[src/rtl/afe_sample_sequencer.sv]
//------------------------------------------------------------------------------
// afe_sample_sequencer
//
// Purpose:
//   Upstream feeder for the AFE threshold unit. Each AFE channel owns a
//   one-entry sample buffer. Pending buffers are served round-robin and
//   serialised onto one 32-bit tagged word bus. The valid output is a level
//   pulse with a programmable hold time and gap time. Both are long enough for
//   the consumer to pass valid through a 2-flop synchroniser and then detect
//   its rising edge.
//
// Ports:
//   clk_i           clock
//   rst_i           asynchronous, active-high reset
//   cfg_sel_i       config access select
//   cfg_wr_i        1 = write, 0 = read
//   cfg_addr_i      config register address (only [1:0] is decoded)
//   cfg_wdata_i     config write data
//   cfg_rdata_o     config read data (combinational)
//   smp_vld_i       per-channel single-cycle sample strobe
//   smp_subch_i     per-channel 2-bit subchannel ID
//   smp_data_i      per-channel sample data
//   afe_data_vld_o  level valid towards the threshold unit
//   afe_data_o      tagged sample word {ch, subch, data}
//   ovf_event_o     one-cycle pulse when any channel buffer is overwritten
//
// Register map (cfg_addr_i[1:0]):
//   0  en_mask[NUM_CH-1:0]           RW
//   1  ovf_status[NUM_CH-1:0]        RO, clear-on-read
//   2  hold[7:0], gap[15:8]          RW, values below 3 are stored as 3
//   3  reads 0, writes ignored
//------------------------------------------------------------------------------
module afe_sample_sequencer #(
   parameter int NUM_CH       = 8,
   parameter int W_AFE_DATA   = 16,
   parameter int W_CFG_ADDR   = 10,
   parameter int CH_ID_LSB    = 28,
   parameter int SUBCH_ID_LSB = 26
) (
   input  logic                         clk_i,
   input  logic                         rst_i,
   input  logic                         cfg_sel_i,
   input  logic                         cfg_wr_i,
   input  logic [W_CFG_ADDR-1:0]        cfg_addr_i,
   input  logic [31:0]                  cfg_wdata_i,
   output logic [31:0]                  cfg_rdata_o,
   input  logic [NUM_CH-1:0]            smp_vld_i,
   input  logic [NUM_CH*2-1:0]          smp_subch_i,
   input  logic [NUM_CH*W_AFE_DATA-1:0] smp_data_i,
   output logic                         afe_data_vld_o,
   output logic [31:0]                  afe_data_o,
   output logic                         ovf_event_o
);

   // Buffer entry layout: {subch[1:0], data[W_AFE_DATA-1:0]}
   localparam int W_ENT = W_AFE_DATA + 2;

   localparam logic [1:0] ADDR_EN_MASK = 2'd0;
   localparam logic [1:0] ADDR_OVF     = 2'd1;
   localparam logic [1:0] ADDR_TIMING  = 2'd2;

   localparam logic [1:0] S_IDLE  = 2'd0;
   localparam logic [1:0] S_DRIVE = 2'd1;
   localparam logic [1:0] S_GAP   = 2'd2;

   localparam logic [7:0] MIN_PHASE = 8'd3;

   // ---------------------------------------------------------------------------
   // State
   // ---------------------------------------------------------------------------
   logic [NUM_CH-1:0] r_en_mask;
   logic [NUM_CH-1:0] r_ovf_status;
   logic [7:0]        r_hold;
   logic [7:0]        r_gap;
   logic [NUM_CH-1:0] r_pend;
   logic [W_ENT-1:0]  r_buf [NUM_CH];
   logic [3:0]        r_ptr;
   logic [1:0]        r_state;
   logic [7:0]        r_cnt;
   logic              r_vld;
   logic [31:0]       r_word;
   logic              r_ovf_evt;

   // ---------------------------------------------------------------------------
   // Config decode
   // ---------------------------------------------------------------------------
   logic              w_wr_en;
   logic              w_rd_en;
   logic [1:0]        w_reg;
   logic              w_wr_mask;
   logic              w_wr_timing;
   logic              w_rd_clr;
   logic [NUM_CH-1:0] w_mask_nxt;
   logic              w_unused;

   assign w_wr_en     = cfg_sel_i &  cfg_wr_i;
   assign w_rd_en     = cfg_sel_i & ~cfg_wr_i;
   assign w_reg       = cfg_addr_i[1:0];
   assign w_wr_mask   = w_wr_en && (w_reg == ADDR_EN_MASK);
   assign w_wr_timing = w_wr_en && (w_reg == ADDR_TIMING);
   assign w_rd_clr    = w_rd_en && (w_reg == ADDR_OVF);

   // The mask as it will be after this cycle; a channel being disabled right
   // now must lose its pending entry in the same cycle.
   assign w_mask_nxt = w_wr_mask ? cfg_wdata_i[NUM_CH-1:0] : r_en_mask;

   // Upper address bits and write-data bits beyond the widest field are
   // deliberately ignored.
   assign w_unused = ^{cfg_addr_i[W_CFG_ADDR-1:2], cfg_wdata_i[31:16]};

   function automatic logic [7:0] clamp_phase(input logic [7:0] v);
      return (v < MIN_PHASE) ? MIN_PHASE : v;
   endfunction

   // NOTE: every variable assigned in an always_comb gets a default first, so
   // no path can leave it holding its old value and infer a latch.
   always_comb begin
      cfg_rdata_o = '0;
      if (w_rd_en) begin
         case (w_reg)
            ADDR_EN_MASK: cfg_rdata_o[NUM_CH-1:0] = r_en_mask;
            ADDR_OVF:     cfg_rdata_o[NUM_CH-1:0] = r_ovf_status;
            ADDR_TIMING:  cfg_rdata_o[15:0]       = {r_gap, r_hold};
            default:      cfg_rdata_o             = '0;
         endcase
      end
   end

   // ---------------------------------------------------------------------------
   // Round-robin arbiter (IDLE only)
   // Rotate the pending vector so that bit 0 is the channel at ptr. The lowest
   // set bit of the rotated vector is then the winner's offset from ptr.
   // ---------------------------------------------------------------------------
   logic [2*NUM_CH-1:0] w_pend_dbl;
   logic [NUM_CH-1:0]   w_pend_rot;
   logic                w_rot_hit;
   logic [3:0]          w_rot_ofs;
   logic [4:0]          w_idx_sum;
   logic [3:0]          w_grant_idx;
   logic                w_grant_vld;
   logic [NUM_CH-1:0]   w_grant_oh;
   logic [3:0]          w_ptr_nxt;
   logic [W_ENT-1:0]    w_sel_ent;
   logic [31:0]         w_word;

   assign w_pend_dbl = {r_pend, r_pend} >> r_ptr;
   assign w_pend_rot = w_pend_dbl[NUM_CH-1:0];

   always_comb begin
      w_rot_hit = 1'b0;
      w_rot_ofs = '0;
      // Scanning downwards lets the lowest set bit win.
      for (int j = NUM_CH-1; j >= 0; j--) begin
         if (w_pend_rot[j]) begin
            w_rot_hit = 1'b1;
            w_rot_ofs = 4'(j);
         end
      end
   end

   assign w_idx_sum   = {1'b0, r_ptr} + {1'b0, w_rot_ofs};
   assign w_grant_idx = (w_idx_sum >= 5'(NUM_CH)) ? 4'(w_idx_sum - 5'(NUM_CH))
                                                  : w_idx_sum[3:0];
   assign w_grant_vld = (r_state == S_IDLE) && w_rot_hit;
   assign w_ptr_nxt   = (w_grant_idx == 4'(NUM_CH-1)) ? 4'd0 : w_grant_idx + 4'd1;

   always_comb begin
      w_grant_oh = '0;
      w_sel_ent  = '0;
      for (int c = 0; c < NUM_CH; c++) begin
         w_grant_oh[c] = w_grant_vld && (w_grant_idx == 4'(c));
         if (w_grant_oh[c]) begin
            w_sel_ent = r_buf[c];
         end
      end
   end

   always_comb begin
      w_word                        = '0;
      w_word[CH_ID_LSB +: 4]        = w_grant_idx;
      w_word[SUBCH_ID_LSB +: 2]     = w_sel_ent[W_AFE_DATA +: 2];
      w_word[W_AFE_DATA-1:0]        = w_sel_ent[W_AFE_DATA-1:0];
   end

   // ---------------------------------------------------------------------------
   // Capture and overflow
   // A granted channel has its old entry read out this cycle. A simultaneous
   // strobe on that channel therefore refills the buffer and is not an overflow.
   // ---------------------------------------------------------------------------
   logic [NUM_CH-1:0] w_cap;
   logic [NUM_CH-1:0] w_ovf;
   logic [NUM_CH-1:0] w_pend_nxt;

   assign w_cap      = smp_vld_i & r_en_mask;
   assign w_ovf      = w_cap & r_pend & ~w_grant_oh;
   assign w_pend_nxt = ((r_pend & ~w_grant_oh) | w_cap) & w_mask_nxt;

   // NOTE: the sample buffers have no reset; r_pend alone says whether an
   // entry is valid, so clearing r_pend empties every buffer.
   always_ff @(posedge clk_i) begin
      for (int c = 0; c < NUM_CH; c++) begin
         if (w_cap[c]) begin
            r_buf[c] <= {smp_subch_i[2*c +: 2], smp_data_i[W_AFE_DATA*c +: W_AFE_DATA]};
         end
      end
   end

   // NOTE: sequential state uses non-blocking assignments only, so every flop
   // samples the pre-edge values of the others no matter how the blocks are
   // ordered.
   always_ff @(posedge clk_i or posedge rst_i) begin
      if (rst_i) begin
         r_en_mask    <= '1;
         r_ovf_status <= '0;
         r_hold       <= 8'd4;
         r_gap        <= 8'd4;
         r_pend       <= '0;
         r_ovf_evt    <= 1'b0;
      end else begin
         if (w_wr_mask) begin
            r_en_mask <= cfg_wdata_i[NUM_CH-1:0];
         end
         if (w_wr_timing) begin
            r_hold <= clamp_phase(cfg_wdata_i[7:0]);
            r_gap  <= clamp_phase(cfg_wdata_i[15:8]);
         end
         // If a read clears the status in the same cycle as a new overflow,
         // the read returns the old value and the new bit survives.
         r_ovf_status <= (w_rd_clr ? '0 : r_ovf_status) | w_ovf;
         r_pend       <= w_pend_nxt;
         r_ovf_evt    <= |w_ovf;
      end
   end

   // ---------------------------------------------------------------------------
   // Output sequencer
   // IDLE -> DRIVE for hold cycles -> GAP for gap cycles -> IDLE. The phase
   // counter is loaded from the timing register on phase entry. A timing write
   // therefore never stretches or cuts the phase that is already running.
   // ---------------------------------------------------------------------------
   always_ff @(posedge clk_i or posedge rst_i) begin
      if (rst_i) begin
         r_state <= S_IDLE;
         r_cnt   <= '0;
         r_vld   <= 1'b0;
         r_word  <= '0;
         r_ptr   <= '0;
      end else begin
         case (r_state)
            S_IDLE: begin
               if (w_grant_vld) begin
                  r_state <= S_DRIVE;
                  r_cnt   <= r_hold;
                  r_vld   <= 1'b1;
                  r_word  <= w_word;
                  r_ptr   <= w_ptr_nxt;
               end
            end
            S_DRIVE: begin
               if (r_cnt == 8'd1) begin
                  r_state <= S_GAP;
                  r_cnt   <= r_gap;
                  r_vld   <= 1'b0;
               end else begin
                  r_cnt <= r_cnt - 8'd1;
               end
            end
            S_GAP: begin
               if (r_cnt == 8'd1) begin
                  r_state <= S_IDLE;
                  r_cnt   <= '0;
               end else begin
                  r_cnt <= r_cnt - 8'd1;
               end
            end
            default: begin
               r_state <= S_IDLE;
               r_cnt   <= '0;
               r_vld   <= 1'b0;
            end
         endcase
      end
   end

   assign afe_data_vld_o = r_vld;
   assign afe_data_o     = r_word;
   assign ovf_event_o    = r_ovf_evt;

endmodule

[config.mk]
export PLATFORM = sky130hd
export DESIGN_NAME = afe_sample_sequencer
export DESIGN_NICKNAME = d
export VERILOG_FILES = /design/src/rtl/afe_sample_sequencer.sv
export SDC_FILE = /design/constraint.sdc
export NUM_CORES = 1
export LEC_CHECK = 0
export ABC_AREA = 0
export CAP_MARGIN = 20
export CORE_MARGIN = 3
export CORE_UTILIZATION = 44
export CTS_CLUSTER_DIAMETER = 120
export DETAILED_ROUTE_END_ITERATION = 6
export PLACE_DENSITY_LB_ADDON = 0.05
export SYNTH_ARGS = -nofsm -noshare
export SYNTH_HDL_FRONTEND = slang
export SYNTH_SLANG_ARGS = --single-unit
export TNS_END_PERCENT = 20
[constraint.sdc]
create_clock -name clk_i -period 8.66 [get_ports clk_i]
set_clock_uncertainty 0.15 [all_clocks]
set_input_delay 2.165 -clock clk_i [delete_from_list [all_inputs] [get_ports clk_i]]
set_output_delay 2.165 -clock clk_i [all_outputs]
set_load 0.1 [all_outputs]
==> run summary <==
Vias per cell: 5.413
Non-filler cells, final: 1464
Clock transition at path regs: 0.05 ns
Setup tns final: 0 ns
Drt total wl: 30150 µm
Final RePlAce weighted congestion: 0.8933
Core area: 23610 µm²
Vias: 7924
Area leader, netlist: edfxtp_1
Min-Delay Path Class: reg2reg
# DRC: 0
Crit path kind: in2out
Num ports: 264
Cell repeated most along the worst path: buf_4
Final setup fails: 0
Hold depth: 1
Yosys warning total: 0
Sequential Area: 6289 µm²
DP Worst Slack: 1.754 ns
Share of cells above drive strength 1: 0.1145
Crit path DAT: 4.19 ns
Worst r2r src: r_ptr[1]
GRT overflow: 0
Longest Clk Path Bufs: 3
CTS Hold Bufs: 0
Hold Startpoint: r_ovf_status[5]
Crit path time final: 6.503 ns
FF+latch count, synth: 222
Ys flop type: edfxtp_1
Syn-to-layout area delta: 28.98%
Post-CTS sizing: 0
Initial antenna violation count: 8
Crit path cell chain: clkdlybuf4s50_1 > nor2b_1 > buf_4 > a21oi_1 > nor2_1 > buf_4
Top layer in use: met5
Top post-synthesis cells by area: edfxtp_1 41%, dfrtp_1 16%, a21oi_1 3.9%
Max transition margin: 0.2800
GRT Total Usage: 0.2276
Flop2flop setup slack: 2.65 ns
Clock latency at the later pin of the worst-skew pair: 0.53 ns
CTS Buf Count: 25
Met2 wire length: 14990 µm
Iter 0 DRT Violations: 506
Fmax: 0.1538 GHz
Global-route wire length before repair: 45900 µm
Die ar.: 26040 µm²
Syn avg cell area: 11.46 µm²
Number of global-route vias before repair: 7961
Die width: 161.4 µm
Die Height: 161.4 µm
WP buf/inv: 3
Hold Vio Cnt, Final: 0
R2r endpoint: afe_data_o[0]
HPWL Detailed: 21040 µm
Crit-path max FO: 13
Met1 Wirelength: 12020 µm
Hold EP: r_ovf_status[5]
Seq/Total Area, Yosys: 0.5921
Library cells used by synthesis: 74
Type of origin of the critical path: input pin
Crit path capture type: primary output
Metal3 WL: 2122 µm
Number of buffers added for setup after CTS: 0
Mapped Cells: 927
Delay-heaviest family, CP: buffers and inverters
Depth of the worst register-to-register path: 22
Initial Util: 0.4498
Drt first pass iters: 7
Synth Cell Area: 10620 µm²
Row count: 56
CP peak stage delay: 0.71 ns
Final setup margin: 2.157 ns
RSZ-0062 raised after global routing: false
Final #Nets: 1333
Clk root buf: clkbuf_16
CTS tree: done
Sink Count: 222
Final Slew Violations: 0
Synth top area share: 0.4071
Maximum number of pins on one net before global-route repair: 78
Max stage delay cell, worst path: clkdlybuf4s50_1
H-Tree Depth: 1
FFs w/ async S/R, synth: 0.3514
Multi-input combinational cell area: 3904 µm²
Status: complete, no violations
CP required: 6.35 ns
I/O Buffers: 213
Max-Cap Viols: 0
Placed Instances: 1414
Post-route antenna net violation count: 0
Slew @ Worst Pin: 1.080 ns
Filler instances: 2076
Fin crit share: 0.7510
Number of synthesized flops with an enable pin: 144
Wire per inst: 20.60 µm
## cell usage in the layout (no fill, tap or decap), drive strengths merged, types with 17 or more instances in the layout
| cell | netlist | final |
|---|---|---|
| clkdlybuf4s50 | 0 | 197 |
| edfxtp | 144 | 144 |
| nand2 | 98 | 98 |
| a21oi | 83 | 83 |
| nor2 | 82 | 82 |
| dfrtp | 68 | 68 |
| o21ai | 57 | 57 |
| clkbuf | 40 | 38 |
| buf | 43 | 32 |
| conb | 1 | 26 |
| mux2 | 22 | 22 |
| and2 | 18 | 18 |
| and3 | 17 | 17 |
| inv | 17 | 17 |
## cells in the mapped netlist, types with 10 or more instances
master and count:
edfxtp_1 144, nand2_1 97, a21oi_1 82, nor2_1 77
dfrtp_1 68, o21ai_0 56, clkbuf_1 40, buf_4 26
mux2_2 20, and2_1 18, and3_1 17, inv_1 17
mux2i_1 15, nor2b_1 15, a31oi_1 14, a22oi_1 13
o21a_1 12, nand3_1 11, a221oi_1 10, dfstp_2 10
## sequential cells by signal, indices dropped and copies added (netlist names)
signal / cells
r_ovf_status: 8
r_ptr: 4
afe_data_o: 22
r_state: 2
ovf_event_o: 1
r_cnt: 8
afe_data_vld_o: 1
r_pend: 8
r_buf: 144
r_en_mask: 8
r_hold: 8
r_gap: 8
## per-layer routing
metal  global-route usage  up-vias
met2               0.3972      240
met1               0.2774     3844
met5                    0        -
met3              0.06181       61
met4              0.06648       16
li1                     -     3763
## area by class of cell
type	instances	share of cell area
Tap cell	319	0.02914
Clock inverter	8	0.005571
Sequential cell	222	0.4590
Clock buffer	38	0.05288
Inverter	17	0.004749
Multi-Input combinational cell	630	0.2850
Timing Repair Buffer	229	0.1635
Antenna cell	1	0.0001827
## cell families (layout without fill, tap and decap cells)
group                      Yosys count  after routing  synth area share
and+or+nand+nor                    280            280            0.1236
AOI/OAI and AO/OA                  266            266            0.1668
DFF                                222            222            0.5921
buffers and inverters              100            292           0.05065
muxes                               42             42           0.04912
adders and majority gates           10             10           0.01249
xor gates and xnor gates             6              6          0.004948
other                                1             27         0.0003531
## how the worst max path moves through the flow
stage | from | to | slack (ns) | cells after the start
global placement | cfg_addr_i[0] | cfg_rdata_o[5] | 1.77 | 5
floorplan | cfg_addr_i[0] | cfg_rdata_o[0] | 2.26 | 5
detailed placement | cfg_addr_i[0] | cfg_rdata_o[5] | 1.75 | 5
finish | cfg_addr_i[0] | cfg_rdata_o[5] | 2.16 | 6
CTS | cfg_addr_i[0] | cfg_rdata_o[5] | 1.74 | 5
global route | cfg_addr_i[0] | cfg_rdata_o[5] | 2.01 | 6
## stage by stage
step	hold WS, ns	instance area, µm²	utilization
after floorplan	0.2964	10720	-
after global placement	0.3168	12850	0.5440
after detailed placement	0.3227	12850	0.5440
after CTS	0.3373	13650	0.5779
after global routing	0.3606	13700	0.5801
final	0.3358	13700	0.5802
Power is left out: the tool's default activity adds up to more than one toggle a clock period on the data nets, which glitch-free logic cannot reach.
